### src/rtl/io_bus_fabric.sv
// rtl/io_bus_fabric.sv - address-windowed I/O slave fabric with ack timeout and floating-bus reads
// Optional error log of the first unmapped/timed-out access: define IO_FABRIC_ERRLOG_EN.
module io_bus_fabric #(
    parameter int                          NUM_PORTS  = 8,
    parameter int                          ADDR_W     = 16,
    parameter logic [NUM_PORTS*ADDR_W-1:0] PORT_BASE  = '0,
    parameter logic [NUM_PORTS*ADDR_W-1:0] PORT_MASK  = '1,
    parameter int                          TIMEOUT    = 255,
    parameter logic [15:0]                 FLOAT_DATA = 16'hffff
) (
    input  logic                    clk,
    input  logic                    reset,
    input  logic                    m_access,
    input  logic [ADDR_W-2:0]       m_addr,
    output logic                    m_ack,
    output logic [15:0]             m_data_out,
    output logic [NUM_PORTS-1:0]    s_cs,
    input  logic [NUM_PORTS-1:0]    s_ack,
    input  logic [NUM_PORTS*16-1:0] s_data,
    output logic                    timeout_sticky
`ifdef IO_FABRIC_ERRLOG_EN
    ,
    input  logic                    err_clear,
    output logic                    err_valid,
    output logic [ADDR_W-2:0]       err_addr,
    output logic                    err_timeout
`endif
);

    localparam int          IDX_W   = (NUM_PORTS > 1) ? $clog2(NUM_PORTS) : 1;
    localparam logic [15:0] TO_LAST = 16'(TIMEOUT - 1);

    typedef enum logic [1:0] {IDLE, SLAVE, UNMAPPED, DONE} state_t;

    state_t             state_q, state_d;
    logic [IDX_W-1:0]   idx_q, idx_d;
    logic [15:0]        cnt_q, cnt_d;
    logic               ack_q, ack_d;
    logic [15:0]        data_q, data_d;
    logic               sticky_q, sticky_d;

    logic               hit;
    logic [IDX_W-1:0]   hit_idx;
    logic [ADDR_W-1:0]  full_addr;
    logic               sel_ack;
    logic [15:0]        sel_data;

    // Scan from the top so the lowest matching channel is the one left standing.
    always_comb begin
        hit       = 1'b0;
        hit_idx   = '0;
        full_addr = {m_addr, 1'b0};
        for (int i = NUM_PORTS - 1; i >= 0; i--) begin
            if (((full_addr ^ PORT_BASE[i*ADDR_W +: ADDR_W]) & PORT_MASK[i*ADDR_W +: ADDR_W]) == '0) begin
                hit     = 1'b1;
                hit_idx = IDX_W'(i);
            end
        end
    end

    always_comb begin
        s_cs     = '0;
        sel_ack  = 1'b0;
        sel_data = '0;
        for (int i = 0; i < NUM_PORTS; i++) begin
            if (idx_q == IDX_W'(i)) begin
                s_cs[i]  = (state_q == SLAVE);
                sel_ack  = s_ack[i];
                sel_data = s_data[i*16 +: 16];
            end
        end
    end

    always_comb begin
        state_d  = state_q;
        idx_d    = idx_q;
        cnt_d    = cnt_q;
        ack_d    = 1'b0;
        data_d   = data_q;
        sticky_d = sticky_q;
        case (state_q)
            IDLE: begin
                cnt_d = '0;
                if (m_access) begin
                    if (hit) begin
                        idx_d   = hit_idx;
                        state_d = SLAVE;
                    end else begin
                        state_d = UNMAPPED;
                    end
                end
            end
            SLAVE: begin
                cnt_d = cnt_q + 16'd1;
                if (!m_access) begin
                    cnt_d   = '0;
                    state_d = IDLE;
                end else if (sel_ack) begin
                    data_d  = sel_data;
                    ack_d   = 1'b1;
                    state_d = DONE;
                end else if (cnt_q == TO_LAST) begin
                    data_d   = FLOAT_DATA;
                    ack_d    = 1'b1;
                    sticky_d = 1'b1;
                    state_d  = DONE;
                end
            end
            UNMAPPED: begin
                data_d  = FLOAT_DATA;
                ack_d   = 1'b1;
                state_d = DONE;
            end
            DONE: begin
                cnt_d   = '0;
                state_d = IDLE;
            end
            default: begin
                cnt_d   = '0;
                state_d = IDLE;
            end
        endcase
    end

    always_ff @(posedge clk) begin
        if (reset) begin
            state_q  <= IDLE;
            idx_q    <= '0;
            cnt_q    <= '0;
            ack_q    <= 1'b0;
            data_q   <= '0;
            sticky_q <= 1'b0;
        end else begin
            state_q  <= state_d;
            idx_q    <= idx_d;
            cnt_q    <= cnt_d;
            ack_q    <= ack_d;
            data_q   <= data_d;
            sticky_q <= sticky_d;
        end
    end

    assign m_ack          = ack_q;
    assign m_data_out     = data_q;
    assign timeout_sticky = sticky_q;

`ifdef IO_FABRIC_ERRLOG_EN
    logic              err_valid_q;
    logic [ADDR_W-2:0] err_addr_q;
    logic              err_timeout_q;
    logic              to_event;
    logic              um_event;

    assign to_event = (state_q == SLAVE) && m_access && !sel_ack && (cnt_q == TO_LAST);
    assign um_event = (state_q == UNMAPPED);

    // Only the first error is kept until software clears it.
    always_ff @(posedge clk) begin
        if (reset || err_clear) begin
            err_valid_q   <= 1'b0;
            err_addr_q    <= '0;
            err_timeout_q <= 1'b0;
        end else if ((to_event || um_event) && !err_valid_q) begin
            err_valid_q   <= 1'b1;
            err_addr_q    <= m_addr;
            err_timeout_q <= to_event;
        end
    end

    assign err_valid   = err_valid_q;
    assign err_addr    = err_addr_q;
    assign err_timeout = err_timeout_q;
`endif

endmodule

### config.mk
export PLATFORM = sky130hd
export DESIGN_NAME = io_bus_fabric
export DESIGN_NICKNAME = d
export VERILOG_FILES = /design/src/rtl/io_bus_fabric.sv
export SDC_FILE = /design/constraint.sdc
export NUM_CORES = 1
export LEC_CHECK = 0
export BUFFER_PORTS_ARGS = -buffer_cell sky130_fd_sc_hd__buf_2
export CAP_MARGIN = 10
export CORE_ASPECT_RATIO = 0.8
export CORE_MARGIN = 2
export CORE_UTILIZATION = 35
export CTS_CLUSTER_SIZE = 24
export DETAILED_ROUTE_END_ITERATION = 6
export PLACE_DENSITY = 0.79
export SLEW_MARGIN = 20
export SYNTH_ARGS = -nofsm -noshare
export SYNTH_HDL_FRONTEND = slang
export SYNTH_SLANG_ARGS = --single-unit
### constraint.sdc
create_clock -name clk -period 2.59 [get_ports clk]
set_clock_uncertainty 0.05 [all_clocks]
set_input_delay 0.259 -clock clk [delete_from_list [all_inputs] [get_ports clk]]
set_output_delay 0.259 -clock clk [all_outputs]
set_load 0.005 [all_outputs]
==> run summary <==
DRT
----------------------------------------------------------------------------------------
Detailed Route Iter0 Violations ...........................................           85
Remaining antenna violation count after routing ...........................            0
Number of detailed-route iterations in the first pass .....................            4
Via Count .................................................................         1507
Total routed wirelength ...................................................      3750 µm
Residual DRC ..............................................................            0
Average vias per placed instance ..........................................         5.16
Average wire per cell in the routed design ................................      12.9 µm

LAYOUT
----------------------------------------------------------------------------------------
Diodes inserted ...........................................................            0
Final instance area .......................................................  0.00212 mm²
Final-layout fill cell count ..............................................          466
Area growth from synthesis to layout ......................................        22.9%
Flip-flop and latch area ..................................................      721 µm²
Share of post-route cells with drive strength above 1 .....................        36.2%
Net count reported at finish ..............................................          392
Multi-input gate area .....................................................      917 µm²

STA
----------------------------------------------------------------------------------------
Unrepaired setup endpoints after global routing ...........................        false
Total negative setup slack ................................................         0 ps
Final setup violation count ...............................................            0
Relative slew margins .....................................................        55.5%
Endpoints failing hold ....................................................            0
Slew at the pin closest to its max-slew limit .............................       668 ps
Portion of the clock cycle consumed by the worst path in the final layout .        84.3%
Max-slew violation count ..................................................            0
Post-layout minimum cycle time ............................................      2180 ps
Max Clock Freq ............................................................      458 MHz

FLOORPLAN
----------------------------------------------------------------------------------------
Die area ..................................................................  0.00552 mm²
Core box area .............................................................  0.00468 mm²
Initial cell density of the core ..........................................        36.9%
Die Y-Extent ..............................................................      66.8 µm
Cell Rows .................................................................           22
Die X .....................................................................      82.6 µm
I/O pin cnt ...............................................................          180

SYNTHESIS
----------------------------------------------------------------------------------------
Flop and latch count out of synthesis .....................................           36
Count of flip-flops with a built-in enable after synthesis ................            0
Post-synthesis async set-or-reset flop share ..............................           0%
Total standard cell area after synthesis ..................................  0.00173 mm²
Primary flip-flop cell chosen by synthesis mapping ........................ sky130_fd_sc_hd__dfxtp_1
Post-synthesis cell type count ............................................           41
Share of synthesized area occupied by flip-flops and latches ..............        41.7%
Synthesis Warnings ........................................................            0
Count of mapped cells out of synthesis ....................................          177
Post-Syn Area per Cell ....................................................     9.76 µm²

CLOCKING
----------------------------------------------------------------------------------------
CTS H-Tree Depth ..........................................................            2
Clock latency of the later-clocked register in the worst-skew pair ........       280 ps
Clock tree from TritonCTS .................................................         done
Post CTS Setup Buffer Count ...............................................            0
Hold Buf Count CTS ........................................................            0
CTS Buffer Depth ..........................................................            2
Post-cts repair resize count ..............................................            0
Worst-path clk slew .......................................................        70 ps
Root Driver ............................................................... sky130_fd_sc_hd__clkbuf_8
Clock Sinks ...............................................................           36
Total CTS buffers .........................................................            5

WORST SETUP PATH
----------------------------------------------------------------------------------------
Top fanout value on the critical path .....................................           16
R2r worst-path depth ......................................................            6
Endpoint of the lowest-slack register-to-register path .................... m_data_out[6]$_SDFFE_PP0P_
Crit path launch type .....................................................    flip-flop
Critical Path AT ..........................................................      2310 ps
Element type at the critical path end .....................................    flip-flop
Start-to-end type of the worst setup path ................................. flip-flop to flip-flop
Reg2Reg Launch Point ...................................................... state_q[0]$_SDFFE_PP0P_
Required time of the critical path ........................................      2710 ps
Worst reg-to-reg setup slack ..............................................       410 ps

HOLD PATH
----------------------------------------------------------------------------------------
End point of the most critical hold path .................................. m_data_out[9]$_SDFFE_PP0P_
Hold_sp ...................................................................    s_data[9]
Cell count of the worst hold path .........................................            2
Worst min-delay path category ............................................. input pin to flip-flop

GRT
----------------------------------------------------------------------------------------
Via count of the first global-routing pass ................................         1351
All-Layer GR Usage ........................................................        14.1%
First-pass GRT wire length ................................................      6000 µm
Largest net degree at the start of global routing .........................           22
Antenna violations before repair ..........................................            0
Remaining Overflow, GRT ...................................................            0

FLOW RUN
----------------------------------------------------------------------------------------
Reported max-cap violation count ..........................................            0

POWER AND IR DROP
----------------------------------------------------------------------------------------
Part of the power in combinational logic ..................................        27.4%
Internal power consumption ................................................    0.00116 W
Worst vdd rail ir drop ....................................................   0.000388 V
Switching portion of total power ..........................................        29.5%
Pleak .....................................................................     0.927 nW
Sequential fraction of design power .......................................        43.2%
Fraction of power consumed by the clock network ...........................        29.4%
Power, Total ..............................................................    0.00165 W
Net load switching power ..................................................   0.000485 W
Power per unit of standard cell area ......................................   775 mW/mm²

PLACEMENT
----------------------------------------------------------------------------------------
Number of port buffers ....................................................           53
Final weighted congestion of routability-driven global placement ..........        0.794
Dpl hpwl ..................................................................      2880 µm
Area of placed instances ..................................................  0.00201 mm²

STATUS
----------------------------------------------------------------------------------------
Result of the run .........................................................    completed

[cell type report]
| type | count | share of cell area, % |
|---|---|---|
| inverter | 7 | 1.24 |
| tap | 60 | 3.54 |
| timing repair buffer | 54 | 12.8 |
| clock inverter | 3 | 2.00 |
| sequential | 36 | 33.9 |
| multi-input combinational | 127 | 43.2 |
| clock buffer | 5 | 3.24 |
[flip-flops by register name (all words and copies together) (netlist names)]
register and count:
m_data_out 16, state_q 2, timeout_sticky 1, cnt_q 16, m_ack 1
[metrics by stage]
step	util [%]	std cells	hold slack, ps	setup WS (ps)
2_1_floorplan	-	183	389	654
3_3_place_gp	43.0	284	399	502
4_1_cts	45.4	292	178	414
6_report	45.4	292	185	407
3_5_place_dp	43.0	284	406	437
5_1_grt	45.4	292	168	256
[cell usage in the layout, fill, tap and decap left out, types with 2 or more instances in the layout]
| cell type | n |
|---|---|
| sky130_fd_sc_hd__a21oi_1 | 9 |
| sky130_fd_sc_hd__and4_1 | 2 |
| sky130_fd_sc_hd__and4bb_2 | 2 |
| sky130_fd_sc_hd__buf_2 | 53 |
| sky130_fd_sc_hd__clkbuf_8 | 5 |
| sky130_fd_sc_hd__conb_1 | 7 |
| sky130_fd_sc_hd__dfxtp_1 | 36 |
| sky130_fd_sc_hd__ha_1 | 7 |
| sky130_fd_sc_hd__inv_1 | 7 |
| sky130_fd_sc_hd__nand2_1 | 10 |
| sky130_fd_sc_hd__nand2b_1 | 2 |
| sky130_fd_sc_hd__nand3_1 | 4 |
| sky130_fd_sc_hd__nand3b_1 | 2 |
| sky130_fd_sc_hd__nand4_1 | 2 |
| sky130_fd_sc_hd__nor2_1 | 17 |
| sky130_fd_sc_hd__nor4_1 | 7 |
| sky130_fd_sc_hd__nor4b_1 | 3 |
| sky130_fd_sc_hd__o21ai_0 | 6 |
| sky130_fd_sc_hd__o221a_2 | 16 |
| sky130_fd_sc_hd__o31ai_1 | 2 |
| sky130_fd_sc_hd__or3_1 | 2 |
| sky130_fd_sc_hd__or4_1 | 2 |
| sky130_fd_sc_hd__xnor2_1 | 6 |
| sky130_fd_sc_hd__xor2_1 | 3 |
[cells by family (layout without fill, tap and decap cells)]
| kind of cell | Yosys count | count (layout) | synth area share [%] |
|---|---|---|---|
| xor+xnor | 9 | 9 | 4.56 |
| other cells | 1 | 7 | 0.217 |
| simple gates | 64 | 64 | 22.6 |
| buf+inv | 20 | 69 | 6.52 |
| mux | 2 | 2 | 1.23 |
| compound gates | 38 | 38 | 18.1 |
| flops | 36 | 36 | 41.7 |
| fa+ha+maj | 7 | 7 | 5.07 |
[Yosys cell counts (3+ instances only)]
cell,number,area (µm²)
sky130_fd_sc_hd__o221a_2,16,180
sky130_fd_sc_hd__buf_4,8,60.1
sky130_fd_sc_hd__nand3_1,4,20.0
sky130_fd_sc_hd__dfxtp_1,36,721
sky130_fd_sc_hd__nor4_1,7,43.8
sky130_fd_sc_hd__a21oi_1,9,45.0
sky130_fd_sc_hd__clkbuf_1,4,15.0
sky130_fd_sc_hd__ha_1,7,87.6
sky130_fd_sc_hd__nand2_1,10,37.5
sky130_fd_sc_hd__o21ai_0,6,30.0
sky130_fd_sc_hd__nor4b_1,3,26.3
sky130_fd_sc_hd__xor2_1,3,26.3
sky130_fd_sc_hd__inv_1,7,26.3
sky130_fd_sc_hd__nor2_1,17,63.8
sky130_fd_sc_hd__xnor2_1,6,52.6
[power by group through the flow]
stage | Sequential (W) | Clock (W) | Combinational [W]
6_report | 0.000712 | 0.000484 | 0.000451
5_1_grt | 0.000725 | 0.000529 | 0.000501
4_1_cts | 0.000711 | 0.000500 | 0.000453
3_5_place_dp | 0.000723 | 0 | 0.000451
3_3_place_gp | 0.000717 | 0 | 0.000441
2_1_floorplan | 0.000728 | 0 | 0.000299
[per-layer routing]
layer  wire (µm)  share of wire, %  vias up  GRT usage [%]
li1            -                 -      755              -
met1        1790                48      694           20.0
met2        1680                45       52           20.7
met5           0                 0        -              0
met4          50               1.3        0           3.69
met3         230               6.1        6           4.20
[critical path, stage by stage, from the launching register on]
cell and delay (ps):
sky130_fd_sc_hd__dfxtp_1 360, sky130_fd_sc_hd__inv_1 100, sky130_fd_sc_hd__ha_1 350, sky130_fd_sc_hd__nand2_1 200
sky130_fd_sc_hd__nand2_1 110, sky130_fd_sc_hd__nand3b_1 450, sky130_fd_sc_hd__o221a_2 440
[worst max path at each step]
stage / start / endpoint / slack [ps] / depth (start not counted)
after floorplan: state_q[0]$_SDFFE_PP0P_ / cnt_q[15]$_SDFFE_PP0P_ / 650 / 7
after global placement: state_q[0]$_SDFFE_PP0P_ / m_data_out[7]$_SDFFE_PP0P_ / 500 / 6
after detailed placement: state_q[1]$_SDFFE_PP0P_ / m_data_out[5]$_SDFFE_PP0P_ / 440 / 6
after CTS: state_q[0]$_SDFFE_PP0P_ / m_data_out[5]$_SDFFE_PP0P_ / 410 / 6
after global routing: state_q[0]$_SDFFE_PP0P_ / m_data_out[8]$_SDFFE_PP0P_ / 260 / 6
final: state_q[0]$_SDFFE_PP0P_ / m_data_out[6]$_SDFFE_PP0P_ / 410 / 6
Note: power is estimated with default switching activity, not from simulation.
